==> src/rtl/mem_bus_arbiter_pkg.sv <==
// Shared types for the two-master memory bus arbiter: FSM states, grant
// identifiers, data/counter widths and the round-robin winner selection.
package mem_bus_arbiter_pkg;

  localparam int WORD_W = 32;
  localparam int CNT_W  = 8;

  typedef enum logic [1:0] {
    ST_IDLE = 2'd0,
    ST_BUSY = 2'd1,
    ST_RESP = 2'd2
  } arb_state_t;

  typedef enum logic {
    GNT_M0 = 1'b0,
    GNT_M1 = 1'b1
  } gnt_t;

  // On a tie the requester that was not granted last wins.
  function automatic gnt_t pick_winner(logic v0, logic v1, gnt_t last);
    if (v0 && v1) return (last == GNT_M1) ? GNT_M0 : GNT_M1;
    return v0 ? GNT_M0 : GNT_M1;
  endfunction

endpackage

==> src/rtl/mem_arb_timeout_cnt.sv <==
// Counts consecutive un-acknowledged BUSY cycles; expired flags the cycle in
// which the count reaches TIMEOUT_CYCLES.
module mem_arb_timeout_cnt
  import mem_bus_arbiter_pkg::*;
#(
  parameter int TIMEOUT_CYCLES = 16
) (
  input  logic clk,
  input  logic rst_n,
  input  logic clr,
  input  logic en,
  output logic expired
);

  logic [CNT_W-1:0] r_cnt;

  always_ff @(posedge clk) begin
    if (!rst_n || clr) begin
      r_cnt <= '0;
    end else if (en) begin
      r_cnt <= r_cnt + 1'b1;
    end
  end

  assign expired = en && (r_cnt == CNT_W'(TIMEOUT_CYCLES - 1));

endmodule

==> src/rtl/mem_bus_arbiter.sv <==
// Round-robin arbiter sharing one memory port between the MEM stage (M0)
// and a debug/loader master (M1), with slave timeout and M0 read flush.
module mem_bus_arbiter
  import mem_bus_arbiter_pkg::*;
#(
  parameter int TIMEOUT_CYCLES = 16
) (
  input  logic              clk,
  input  logic              rst_n,
  input  logic              m0_req_i,
  input  logic              m0_we_i,
  input  logic [WORD_W-1:0] m0_addr_i,
  input  logic [WORD_W-1:0] m0_wdata_i,
  output logic [WORD_W-1:0] m0_rdata_o,
  output logic              m0_ack_o,
  input  logic              m1_req_i,
  input  logic              m1_we_i,
  input  logic [WORD_W-1:0] m1_addr_i,
  input  logic [WORD_W-1:0] m1_wdata_i,
  output logic [WORD_W-1:0] m1_rdata_o,
  output logic              m1_ack_o,
  output logic              s_req_o,
  output logic              s_we_o,
  output logic [WORD_W-1:0] s_addr_o,
  output logic [WORD_W-1:0] s_wdata_o,
  input  logic [WORD_W-1:0] s_rdata_i,
  input  logic              s_ack_i,
  input  logic              flush_i,
  output logic              stall_o,
  output logic              err_o
);

  arb_state_t        r_state;
  gnt_t              r_gnt;
  gnt_t              r_last;
  logic              r_kill;
  logic              r_ack0;
  logic              r_ack1;
  logic              r_err;
  logic              r_s_req;
  logic              r_s_we;
  logic [WORD_W-1:0] r_s_addr;
  logic [WORD_W-1:0] r_s_wdata;
  logic [WORD_W-1:0] r_cap;
  logic [WORD_W-1:0] r_m0_rdata;
  logic [WORD_W-1:0] r_m1_rdata;

  logic w_v0;
  logic w_v1;
  gnt_t w_win;
  logic w_expired;
  logic w_m0_read_flush;
  logic w_m0_ack;

  assign w_v0  = m0_req_i && !flush_i;
  assign w_v1  = m1_req_i;
  assign w_win = pick_winner(w_v0, w_v1, r_last);

  // A flush only cancels the response of an M0 read; writes always complete.
  assign w_m0_read_flush = flush_i && (r_gnt == GNT_M0) && !r_s_we;
  assign w_m0_ack        = r_ack0 && !w_m0_read_flush;

  mem_arb_timeout_cnt #(
    .TIMEOUT_CYCLES(TIMEOUT_CYCLES)
  ) u_timeout (
    .clk    (clk),
    .rst_n  (rst_n),
    .clr    (r_state != ST_BUSY),
    .en     ((r_state == ST_BUSY) && !s_ack_i),
    .expired(w_expired)
  );

  always_ff @(posedge clk) begin
    if (!rst_n) begin
      r_state    <= ST_IDLE;
      r_gnt      <= GNT_M0;
      r_last     <= GNT_M1;
      r_kill     <= 1'b0;
      r_ack0     <= 1'b0;
      r_ack1     <= 1'b0;
      r_err      <= 1'b0;
      r_s_req    <= 1'b0;
      r_s_we     <= 1'b0;
      r_s_addr   <= '0;
      r_s_wdata  <= '0;
      r_cap      <= '0;
      r_m0_rdata <= '0;
      r_m1_rdata <= '0;
    end else begin
      r_ack0 <= 1'b0;
      r_ack1 <= 1'b0;
      r_err  <= 1'b0;
      if (w_m0_ack) r_m0_rdata <= r_cap;
      case (r_state)
        ST_IDLE: begin
          if (w_v0 || w_v1) begin
            r_gnt     <= w_win;
            r_last    <= w_win;
            r_kill    <= 1'b0;
            r_s_req   <= 1'b1;
            r_s_we    <= (w_win == GNT_M1) ? m1_we_i    : m0_we_i;
            r_s_addr  <= (w_win == GNT_M1) ? m1_addr_i  : m0_addr_i;
            r_s_wdata <= (w_win == GNT_M1) ? m1_wdata_i : m0_wdata_i;
            r_state   <= ST_BUSY;
          end
        end
        ST_BUSY: begin
          if (w_m0_read_flush) r_kill <= 1'b1;
          // A slave ack in the expiring cycle takes priority over the timeout.
          if (s_ack_i || w_expired) begin
            r_s_req <= 1'b0;
            r_cap   <= s_ack_i ? s_rdata_i : '0;
            r_err   <= !s_ack_i;
            r_ack0  <= (r_gnt == GNT_M0) && !r_kill && !w_m0_read_flush;
            r_ack1  <= (r_gnt == GNT_M1);
            if (r_gnt == GNT_M1) r_m1_rdata <= s_ack_i ? s_rdata_i : '0;
            r_state <= ST_RESP;
          end
        end
        ST_RESP: r_state <= ST_IDLE;
        default: r_state <= ST_IDLE;
      endcase
    end
  end

  assign m0_ack_o   = w_m0_ack;
  assign m0_rdata_o = w_m0_ack ? r_cap : r_m0_rdata;
  assign m1_ack_o   = r_ack1;
  assign m1_rdata_o = r_m1_rdata;
  assign s_req_o    = r_s_req;
  assign s_we_o     = r_s_we;
  assign s_addr_o   = r_s_addr;
  assign s_wdata_o  = r_s_wdata;
  assign err_o      = r_err;
  assign stall_o    = m0_req_i && !w_m0_ack && !flush_i;

endmodule

==> config.mk <==
export PLATFORM = sky130hd
export DESIGN_NAME = mem_bus_arbiter
export DESIGN_NICKNAME = d
export VERILOG_FILES = /design/src/rtl/mem_bus_arbiter_pkg.sv /design/src/rtl/mem_arb_timeout_cnt.sv /design/src/rtl/mem_bus_arbiter.sv
export SDC_FILE = /design/constraint.sdc
export NUM_CORES = 1
export LEC_CHECK = 0
export ABC_AREA = 1
export CORE_ASPECT_RATIO = 1.4
export CORE_MARGIN = 2
export CORE_UTILIZATION = 47
export DETAILED_ROUTE_END_ITERATION = 12
export GPL_ROUTABILITY_DRIVEN = 0
export PLACE_DENSITY_LB_ADDON = 0.3
export SLEW_MARGIN = 20
export SYNTH_ARGS = -nofsm -noshare
export SYNTH_HDL_FRONTEND = slang
export SYNTH_SLANG_ARGS = --single-unit
==> constraint.sdc <==
create_clock -name clk -period 4.32 [get_ports clk]
set_clock_uncertainty 0.1 [all_clocks]
set_input_delay 0.864 -clock clk [delete_from_list [all_inputs] [get_ports clk]]
set_output_delay 0.864 -clock clk [all_outputs]
set_load 0.02 [all_outputs]
* Yosys cells after proc, flatten, opt, wreduce, memory -nomap -nowiden
Cells that the tools add are included.
Word-level totals: register bits after elaboration 178, bits of input ports 168, word-level logic and storage cells 72
Cells by class: add/subtract/negate cells 1, equal/unequal tests 6, muxes and demuxes 19, bitwise gates (word level) 1, reductions and logical operators 30
Operators by type and width (count):
- $mux W32 | 4
- $reduce_and A3 Y1 | 4
- $logic_and A1 B1 Y1 | 11
- $mux W1 | 10
- $add A8 B1 Y8 const B | 1
- $eq A8 B4 Y1 const B | 1
- $logic_not A1 Y1 | 7
- $reduce_and A2 Y1 | 3
- $mux W2 | 2
- $ne A2 B1 Y1 const B | 2
- $ne A2 B2 Y1 const B | 2
- $pmux W1 S2 | 2
- $pmux W2 S2 | 1
- $logic_or A1 B1 Y1 | 3
- $eq A2 B1 Y1 const B | 1
- $logic_not A2 Y1 | 1
- $reduce_bool A2 Y1 | 1
- $not A1 Y1 | 1

* Depth between registers and ports, before layout
Gate-level depths: netlist of run 1.
depth after elaboration 8, depth in mapped cells 11

* Modules after synthesis
From an unflattened synthesis of run 1, not the netlist that was laid out.
Second synthesis, totals: cell total of the unflattened synthesis 1347, area total of the unflattened synthesis 8220.4 µm²
By module, submodules not included:
- mem_bus_arbiter | instances 1, cells an instance 1288, area each 7820.0 µm², seq. area each 3403.3 µm²
- mem_arb_timeout_cnt | instances 1, cells an instance 59, area each 400.4 µm², seq. area each 160.2 µm²

* Worst setup path before layout of run 1
Ideal clock, no wire load.
path type input -> output, from input flush_i, to output m0_rdata_o[23], data arrival time 1.798 ns, path slack 1.558 ns, stages 7, path buffers 1, cell sequence nand2_1 > nand2_2 > inv_1 > buf_2 > or2_2 > o21ai_0 > inv_1
Between the ends: word-level cells in the longest chain between the ends 5
Ends and longest elaborated chain:
- start: declaration | line mem_bus_arbiter.sv:28 | input logic flush_i,
- $logic_and A1 B1 Y1 (2 in series) | line mem_bus_arbiter.sv:60 | assign w_m0_read_flush = flush_i && (r_gnt == GNT_M0) && !r_s_we;
- $logic_not A1 Y1 | line mem_bus_arbiter.sv:61 | assign w_m0_ack = r_ack0 && !w_m0_read_flush;
- $logic_and A1 B1 Y1 | line mem_bus_arbiter.sv:61
- named net m0_ack_o | line mem_bus_arbiter.sv:15 | output logic m0_ack_o,
- $mux W32
- end: declaration | line mem_bus_arbiter.sv:14 | output logic [WORD_W-1:0] m0_rdata_o,
The timed path passes the listed nets, and every way through them passes these cells.

* Worst setup path after layout of run 1
from input flush_i, to output m0_rdata_o[3]
Between the ends: word-level cells in the longest chain between the ends 5
Ends and longest elaborated chain (line):
- $logic_and A1 B1 Y1 (2 in series) | mem_bus_arbiter.sv:60
- $logic_not A1 Y1 | mem_bus_arbiter.sv:61
- $logic_and A1 B1 Y1 | mem_bus_arbiter.sv:61
- $mux W32
Every way passes these cells.

==> run summary, run 1 <==
* **status** complete, no violations
* **mean cell area of the mapped netlist** 7.09 sq um
* **post-synthesis sequential area ratio** 47.4%
* **cell-by-cell listing of the critical path** clkdlybuf4s50_1, nand2_1, nand2_2, inv_1, buf_4, or2_2, o21ai_0, inv_1, clkdlybuf4s50_1
* **crit path DAT** 2.88 ns
* **die span in y** 154 um
* **worst-path cell with the longest stage delay** sky130_fd_sc_hd__clkdlybuf4s50_1
* **share of Yosys cell area claimed by the top area cell type** 47.4%
* **clock transition at the register clock pins on the worst setup and hold paths after CTS** 0.07 ns
* **number of enable flip-flop cells after synthesis** 0
* **startpoint of the lowest-slack register-to-register path** r_state[0]
* **cell accounting for the most synthesized area** sky130_fd_sc_hd__dfxtp_1
* **post-synthesis sequential element count** 178
* **post-detailed-route count of antenna-violating nets** 0
* **GRT Total Usage** 26.8%
* **dominant combinational cell family by area after synthesis** simple AND/OR/NAND/NOR gates
* **launch instance of the worst min-delay path** r_last
* **ys flop type** sky130_fd_sc_hd__dfxtp_1
* **met3 capacity usage during global routing** 9.70%
* **maximum clock insertion buffer count** 2
* **net count of the mapped netlist** 1,229
* **element type at the critical path end** primary output
* **final-layout setup total negative slack** 0 ns
* **initial core utilization** 48.1%
* **Slew Viols, Final** 0
* **post-DP HPWL** 16,100 um
* **1st-iter DRT viols** 463
* **pwr dens** 374 nW/um^2
* **count leader, synth** sky130_fd_sc_hd__nor2_1
* **CP Buf/Inv Count** 5
* **antenna cell count** 0
* **Top-Level Pins** 302
* **clock period minus final worst setup slack** 3.85 ns
* **drc violations** 0
* **TritonCTS clock tree** built
* **number of sinks driven by the clock tree** 178
* **summed instance area of the synthesized netlist** 7510 sq um
* **number of failing hold endpoints at the final stage** 0
* **standard-cell row count** 54
* **clock network latency to the later pin of the worst-skew pair** 0.43 ns
* **transition time of the tightest slew-check pin** 0.838 ns
* **x dimension of the die** 111 um
* **Remaining Overflow, GRT** 0
* **Die Footprint** 17,000 sq um
* **class of the most critical hold timing path** flop to flop
* **Post-CTS Resized** 0
* **placed instance area** 10,500 sq um
* **Net count, final** 1,488
* **signed area change from the synthesized netlist to the final layout** 48.1%
* **postcts setup bufs** 0
* **origin of the worst setup path** flush_i
* **post-synthesis cell count** 1,060
* **proportion of layout cells with a drive suffix above 1** 7.43%
* **Simple-Gate Fraction of Synth Area** 27.4%
* **Adder-Cell Fraction of Synth Area** 0.167%
* **Leak Pwr** 4.91 nW
* **maximum number of pins on one net before global-route repair** 102
* **met1 layer usage reported by global route** 30.1%
* **Synth Area in Compound Gates** 15.0%
* **Data required, critical path** 3.36 ns
* **number of antenna violations at the first check in global routing** 0
* **First-pass DRT Iterations** 5
* **Fmax achieved** 0.260 GHz
* **multiplexer area fraction after synthesis** 0%
* **final cell area excluding filler cells** 11,100 sq um
* **max_cap viols** 0
* **Max stage delay on crit path** 0.54 ns
* **first-pass GRT wire length** 37,000 um
* **Yosys warnings** 0
* **vias post-DR** 7,622
* **count of hold buffers inserted by post-cts repair** 0
* **cell family contributing the most delay on the critical path** buffers and inverters
* **critical path type** input pin to primary output
* **Clk Tree Root Cell** sky130_fd_sc_hd__clkbuf_16
* **maximum net fanout on the critical path** 23
* **core region area** 15,600 sq um
* **aggregate routed wire length** 23,200 um
* **number of buffers added by the clock tree synthesis step** 17
* **setup repair after global routing missed its margin** no
* **slew margin rel.** 44.1%
* **final-layout fill cell count** 1,286
* **vias in the first global route** 7,244
* **H-Tree Depth** 4
* **portion of the clock cycle consumed by the worst path in the final layout** 89.0%
* **most used routing layer** met2
* **Buffers on Ports** 301
* **top cells by count, synth** sky130_fd_sc_hd__nor2_1, sky130_fd_sc_hd__dfxtp_1, sky130_fd_sc_hd__nand2_1
* **top cells by area in the synthesized netlist** sky130_fd_sc_hd__dfxtp_1, sky130_fd_sc_hd__nor2_1, sky130_fd_sc_hd__nand2_1
* **kind of launch point of the worst setup path** input pin
* **asr flop ratio synth** 0%
* **met2 capacity usage during global routing** 46.2%
* **Worst VDD drop** 293 uV
* **Final setup violation count** 0
* **drt via density** 4.99
* **post-detailed-route wirelength per cell** 15.2 um
* **distinct cell type count after synthesis** 28
* **XOR/XNOR share of the synthesized area** 0.350%
==> state kept, by name (all words and copies together), names as in the netlist <==
name	flops
s_we_o	1
m1_rdata_o	32
s_req_o	1
u_timeout.r_cnt	8
r_m0_rdata	32
r_state	2
err_o	1
r_ack0	1
s_addr_o	32
r_cap	32
s_wdata_o	32
m1_ack_o	1
r_kill	1
r_last	1
r_gnt	1
==> stage by stage <==
step                      hold WS (ns)  cells  util [%]  worst slack (ns)  total power (W)
after floorplan                  0.330   1060         -              1.56          0.00221
after global placement           0.340   1496      67.3             0.546          0.00258
after detailed placement         0.345   1496      67.3             0.502          0.00259
after CTS                        0.364   1528      71.2             0.485          0.00419
after global routing             0.376   1528      71.3             0.347          0.00434
final                            0.359   1528      71.3             0.474          0.00416
==> cells by family (layout without fill, tap and decap cells) <==
family / count (synthesis) / count (layout)
adders and majority gates: 1 / 1
buffers and inverters: 166 / 438
AOI/OAI and AO/OA: 221 / 221
and+or+nand+nor: 491 / 491
xor gates and xnor gates: 3 / 3
DFF: 178 / 178
==> layout by cell type, fill, tap and decap left out, types with 2 or more instances in the layout <==
master / instances
sky130_fd_sc_hd__clkdlybuf4s50_1: 300
sky130_fd_sc_hd__bufinv_16: 2
sky130_fd_sc_hd__a21oi_1: 84
sky130_fd_sc_hd__inv_8: 4
sky130_fd_sc_hd__nor2_1: 219
sky130_fd_sc_hd__dfxtp_1: 178
sky130_fd_sc_hd__clkinv_2: 3
sky130_fd_sc_hd__nor2_4: 3
sky130_fd_sc_hd__nand2_1: 168
sky130_fd_sc_hd__nand2_2: 4
sky130_fd_sc_hd__inv_6: 5
sky130_fd_sc_hd__buf_12: 2
sky130_fd_sc_hd__inv_1: 90
sky130_fd_sc_hd__nor2_2: 10
sky130_fd_sc_hd__xor2_1: 3
sky130_fd_sc_hd__or2_2: 32
sky130_fd_sc_hd__o21ai_1: 21
sky130_fd_sc_hd__nand3_1: 51
sky130_fd_sc_hd__buf_4: 8
sky130_fd_sc_hd__clkbuf_16: 17
sky130_fd_sc_hd__o21ai_0: 113
==> path summary, 6_finish.rpt <==
path | cells past startpoint | end | slack (ns)
max | 9 | m0_rdata_o[3] | 0.47
min | 2 | r_last | 0.36
max reg2reg | 6 | m1_rdata_o[12] | 2.02
min reg2reg | 2 | r_last | 0.36
==> routing by layer <==
metal / vias up / wire length [um] / part of all wire [%]
li1: 3844 / - / -
met1: 3465 / 9000 / 39
met2: 271 / 11400 / 49
met3: 42 / 2110 / 9.1
met4: 0 / 690 / 3.0
met5: - / 0 / 0
==> worst reg2reg max path, stage by stage, from the launching register on <==
cell	delay, ns
sky130_fd_sc_hd__dfxtp_1	0.40
sky130_fd_sc_hd__nand2_1	0.17
sky130_fd_sc_hd__nor2_4	0.55
sky130_fd_sc_hd__nand2_2	0.63
sky130_fd_sc_hd__nand2_1	0.23
sky130_fd_sc_hd__nand2_1	0.07
sky130_fd_sc_hd__nor2_1	0.10
==> layout make-up <==
class,count,area [sq um],share of cell area [%]
Clock inverter,15,186,1.68
Tap cell,196,245,2.20
Clock buffer,17,425,3.82
Timing Repair Buffer,312,3120,28.0
Multi-Input combinational cell,716,3230,29.0
Inverter,94,358,3.22
Sequential cell,178,3560,32.0
==> report_power, final <==
group	switching, W	internal, W
Combinational	0.000404	0.000378
Sequential	0.0000447	0.00173
Clock	0.000719	0.000882
Total	0.00117	0.00299
Note: power is estimated with default switching activity, not from simulation.
==> run 2: changes to the inputs <==
- ABC_CLOCK_PERIOD_IN_PS: unset -> 4320
- CORE_UTILIZATION: 47 -> 48
- SYNTH_HIERARCHICAL: unset -> 1
==> run summary, run 2 <==
* **status** complete, no violations, unchanged
* **clock transition at the register clock pins on the worst setup and hold paths after CTS** 0.07 ns, about the same
* **cell with the most instances on the worst path** sky130_fd_sc_hd__clkdlybuf4s50_1
* **Leak Pwr** 5.97 nW, was 4.91 nW
* **summed instance area of the synthesized netlist** 8220 sq um, was 7510 sq um
* **flop2flop setup slack** 1.62 ns, was 2.02 ns
* **post-synthesis sequential area ratio** 43.3%, was 47.4%
* **post-synthesis sequential element count** 178, unchanged
* **drc violations** 0, unchanged
* **class of the most critical hold timing path** flop to flop, unchanged
* **Final setup violation count** 0, unchanged
* **most common cell after layout, fill and taps aside** sky130_fd_sc_hd__nand2_1, was sky130_fd_sc_hd__clkdlybuf4s50_1
* **core region area** 16,700 sq um, was 15,600 sq um
* **ys flop type** sky130_fd_sc_hd__dfxtp_1, unchanged
* **maximum net fanout on the critical path** 64, was 23
* **setup repair after global routing missed its margin** no, unchanged
* **portion of the clock cycle consumed by the worst path in the final layout** 84.3%, was 89.0%
* **TritonCTS clock tree** built, unchanged
* **Post-CTS Resized** 0, unchanged
* **asr flop ratio synth** 0%, unchanged
* **top cells by count, synth** sky130_fd_sc_hd__nand2_1, sky130_fd_sc_hd__nor2_1, sky130_fd_sc_hd__inv_1, was sky130_fd_sc_hd__nor2_1, sky130_fd_sc_hd__dfxtp_1, sky130_fd_sc_hd__nand2_1
* **relative contribution of sequential cells to total power** 42.8%, was 42.7%
* **number of buffers added by the clock tree synthesis step** 17, unchanged
* **Top-Level Pins** 302, unchanged
* **number of sinks driven by the clock tree** 178, unchanged
* **final core utilization** 70.9%, was 71.3%
* **x dimension of the die** 115 um, was 111 um
* **post-synthesis cell count** 1,347, was 1,060
* **post-detailed-route wirelength per cell** 12.3 um, was 15.2 um
* **Slew Viols, Final** 0, unchanged
* **maximum number of pins on one net before global-route repair** 92, was 102
* **hold-critical path depth** 2, unchanged
* **endpoint of the worst hold path** r_cap[25], was r_last
* **final-layout setup total negative slack** 0 ns, unchanged
* **drt via density** 4.53, was 4.99
* **mean cell area of the mapped netlist** 6.10 sq um, was 7.09 sq um
* **clock network power share** 35.5%, was 38.5%
* **max_cap viols** 0, unchanged
* **area occupied by multi-input gates** 3470 sq um, was 3230 sq um
* **signed area change from the synthesized netlist to the final layout** 44.5%, was 48.1%
* **element type at the critical path end** primary output, unchanged
* **vias post-DR** 8,276, was 7,622
* **cell-by-cell listing of the critical path** clkdlybuf4s50_1, nand3_1, nand2_2, buf_12, o21ai_0, inv_1, clkdlybuf4s50_1, was clkdlybuf4s50_1, nand2_1, nand2_2, inv_1, buf_4, or2_2, o21ai_0, inv_1, clkdlybuf4s50_1
* **worst hold slack** 0.362 ns, was 0.359 ns
* **Fmax achieved** 0.274 GHz, was 0.260 GHz
* **launch instance of the worst min-delay path** r_cap[25], was r_last
* **endpoint of the worst register-to-register path** m1_rdata_o[30], was m1_rdata_o[12]
* **die span in y** 159 um, was 154 um
* **transition time of the tightest slew-check pin** 0.876 ns, was 0.838 ns
* **Internal** 0.00293 W, was 0.00299 W
* **aggregate routed wire length** 22,400 um, was 23,200 um
* **Layout Cells excl Fill** 1,825, was 1,528
* **count leader, synth** sky130_fd_sc_hd__nand2_1, was sky130_fd_sc_hd__nor2_1
* **Clk Tree Root Cell** sky130_fd_sc_hd__clkbuf_16, unchanged
* **number of enable flip-flop cells after synthesis** 0, unchanged
* **Buffers on Ports** 301, unchanged
* **count of hold buffers inserted by post-cts repair** 0, unchanged
* **postcts setup bufs** 0, unchanged
* **Switch Pwr** 0.00125 W, was 0.00117 W
* **standard-cell row count** 56, was 54
* **Inst Count DP** 1,793, was 1,496
* **antenna cell count** 0, unchanged
* **Max stage delay on crit path** 0.62 ns, was 0.54 ns
* **slew margin rel.** 41.6%, was 44.1%
* **maximum clock insertion buffer count** 2, unchanged
* **cell accounting for the most synthesized area** sky130_fd_sc_hd__dfxtp_1, unchanged
* **final-layout fill cell count** 1,467, was 1,286
* **1st-iter DRT viols** 402, was 463
* **Net count, final** 1,778, was 1,488
* **post-DP HPWL** 16,400 um, was 16,100 um
* **H-Tree Depth** 4, unchanged
* **number of failing hold endpoints at the final stage** 0, unchanged
* **Design Power** 0.00418 W, was 0.00416 W
* **vias in the first global route** 7,609, was 7,244
* **distinct cell type count after synthesis** 22, was 28
* **clock network latency to the later pin of the worst-skew pair** 0.43 ns, about the same
* **register area** 3560 sq um, unchanged
* **relative contribution of combinational cells to total power** 21.7%, was 18.8%
* **kind of launch point of the worst setup path** input pin, unchanged
* **Yosys warnings** 6, was 0
* **Data required, critical path** 3.36 ns, about the same
* **number of antenna violations at the first check in global routing** 1, was 0
* **clock period minus final worst setup slack** 3.64 ns, was 3.85 ns
* **initial core utilization** 49.1%, was 48.1%
* **top cells by area in the synthesized netlist** sky130_fd_sc_hd__dfxtp_1, sky130_fd_sc_hd__nand2_1, sky130_fd_sc_hd__nor2_1, was sky130_fd_sc_hd__dfxtp_1, sky130_fd_sc_hd__nor2_1, sky130_fd_sc_hd__nand2_1
* **First-pass DRT Iterations** 5, unchanged
* **share of Yosys cell area claimed by the top area cell type** 43.3%, was 47.4%
* **count of cells along the worst register-to-register path** 14, was 6
* **crit path DAT** 2.68 ns, was 2.88 ns
* **first-pass GRT wire length** 36,300 um, was 37,000 um
* **post-detailed-route count of antenna-violating nets** 0, unchanged
* **commonest non-fill, non-tap cells in the layout** sky130_fd_sc_hd__nand2_1, sky130_fd_sc_hd__clkdlybuf4s50_1, sky130_fd_sc_hd__nor2_1, sky130_fd_sc_hd__inv_1, sky130_fd_sc_hd__dfxtp_1, was sky130_fd_sc_hd__clkdlybuf4s50_1, sky130_fd_sc_hd__nor2_1, sky130_fd_sc_hd__dfxtp_1, sky130_fd_sc_hd__nand2_1, sky130_fd_sc_hd__o21ai_0
* **startpoint of the lowest-slack register-to-register path** r_state[0], unchanged
* **Worst VDD drop** 243 uV, was 293 uV
* **fraction of power spent switching nets** 29.9%, was 28.1%
* **Remaining Overflow, GRT** 0, unchanged
* **pwr dens** 352 nW/um^2, was 374 nW/um^2
* **Die Footprint** 18,200 sq um, was 17,000 sq um
* **critical path type** input pin to primary output, unchanged
* **GRT Total Usage** 24.9%, was 26.8%
* **net count of the mapped netlist** 1,516, was 1,229
* **worst-path cell with the longest stage delay** sky130_fd_sc_hd__clkdlybuf4s50_1, unchanged
* **proportion of layout cells with a drive suffix above 1** 3.51%, was 7.43%
==> run 2: cell families after synthesis <==
group,count (synthesis),synth area share [%]
XOR/XNOR,1,0.107
AND/OR/NAND/NOR,762,35.7
buffers and inverters,308,14.8
AO/OA/AOI/OAI,97,5.91
adder cells (fa/ha/maj),1,0.152
flip-flops,178,43.3
==> run 2: per-stage QoR <==
step	instance area (sq um)	setup slack [ns]
final	11900	0.676
after global routing	11900	0.535
after CTS	11900	0.661
after detailed placement	11300	0.663
after global placement	11300	0.721
after floorplan	8220	1.65
==> run 2: worst max path at each step <==
| stage | start | slack (ns) | end |
|---|---|---|---|
| 2_1_floorplan | flush_i | 1.65 | stall_o |
| 3_3_place_gp | flush_i | 0.72 | m0_rdata_o[5] |
| 3_5_place_dp | flush_i | 0.66 | m0_rdata_o[4] |
| 4_1_cts | flush_i | 0.66 | m0_rdata_o[4] |
| 5_1_grt | flush_i | 0.53 | m0_rdata_o[26] |
| 6_report | flush_i | 0.68 | m0_rdata_o[4] |
==> run 2: cell type report <==
cell class,instances,area share [%]
clock buffers,18,3.61
multi-input cells,861,29.2
repair buffers,313,26.4
flip-flops and latches,178,30.0
inverters,238,7.52
clock inverters,14,1.20
well taps,203,2.14
==> run 2: critical path: cells and delay by family <==
kind                   cells  cell delay, ns
buffers and inverters      4            1.44
AOI/OAI and AO/OA          1            0.13
and+or+nand+nor            2            0.23
==> run 2: power by group through the flow <==
stage	clock, W	combinational (W)	sequential, W
6_report	0.00148	0.000906	0.00179
5_1_grt	0.00158	0.00100	0.00180
4_1_cts	0.00151	0.000915	0.00179
3_5_place_dp	0	0.000910	0.00183
3_3_place_gp	0	0.000898	0.00182
2_1_floorplan	0	0.000393	0.00191
==> run 2: layer usage <==
metal,GRT usage (%),up-vias,wire [um],part of all wire [%]
met5,0,-,0,0
met4,10.9,0,800,3.6
met3,9.24,50,2090,9.3
met2,42.7,280,11000,49
met1,27.0,3531,8510,38
li1,-,4415,-,-
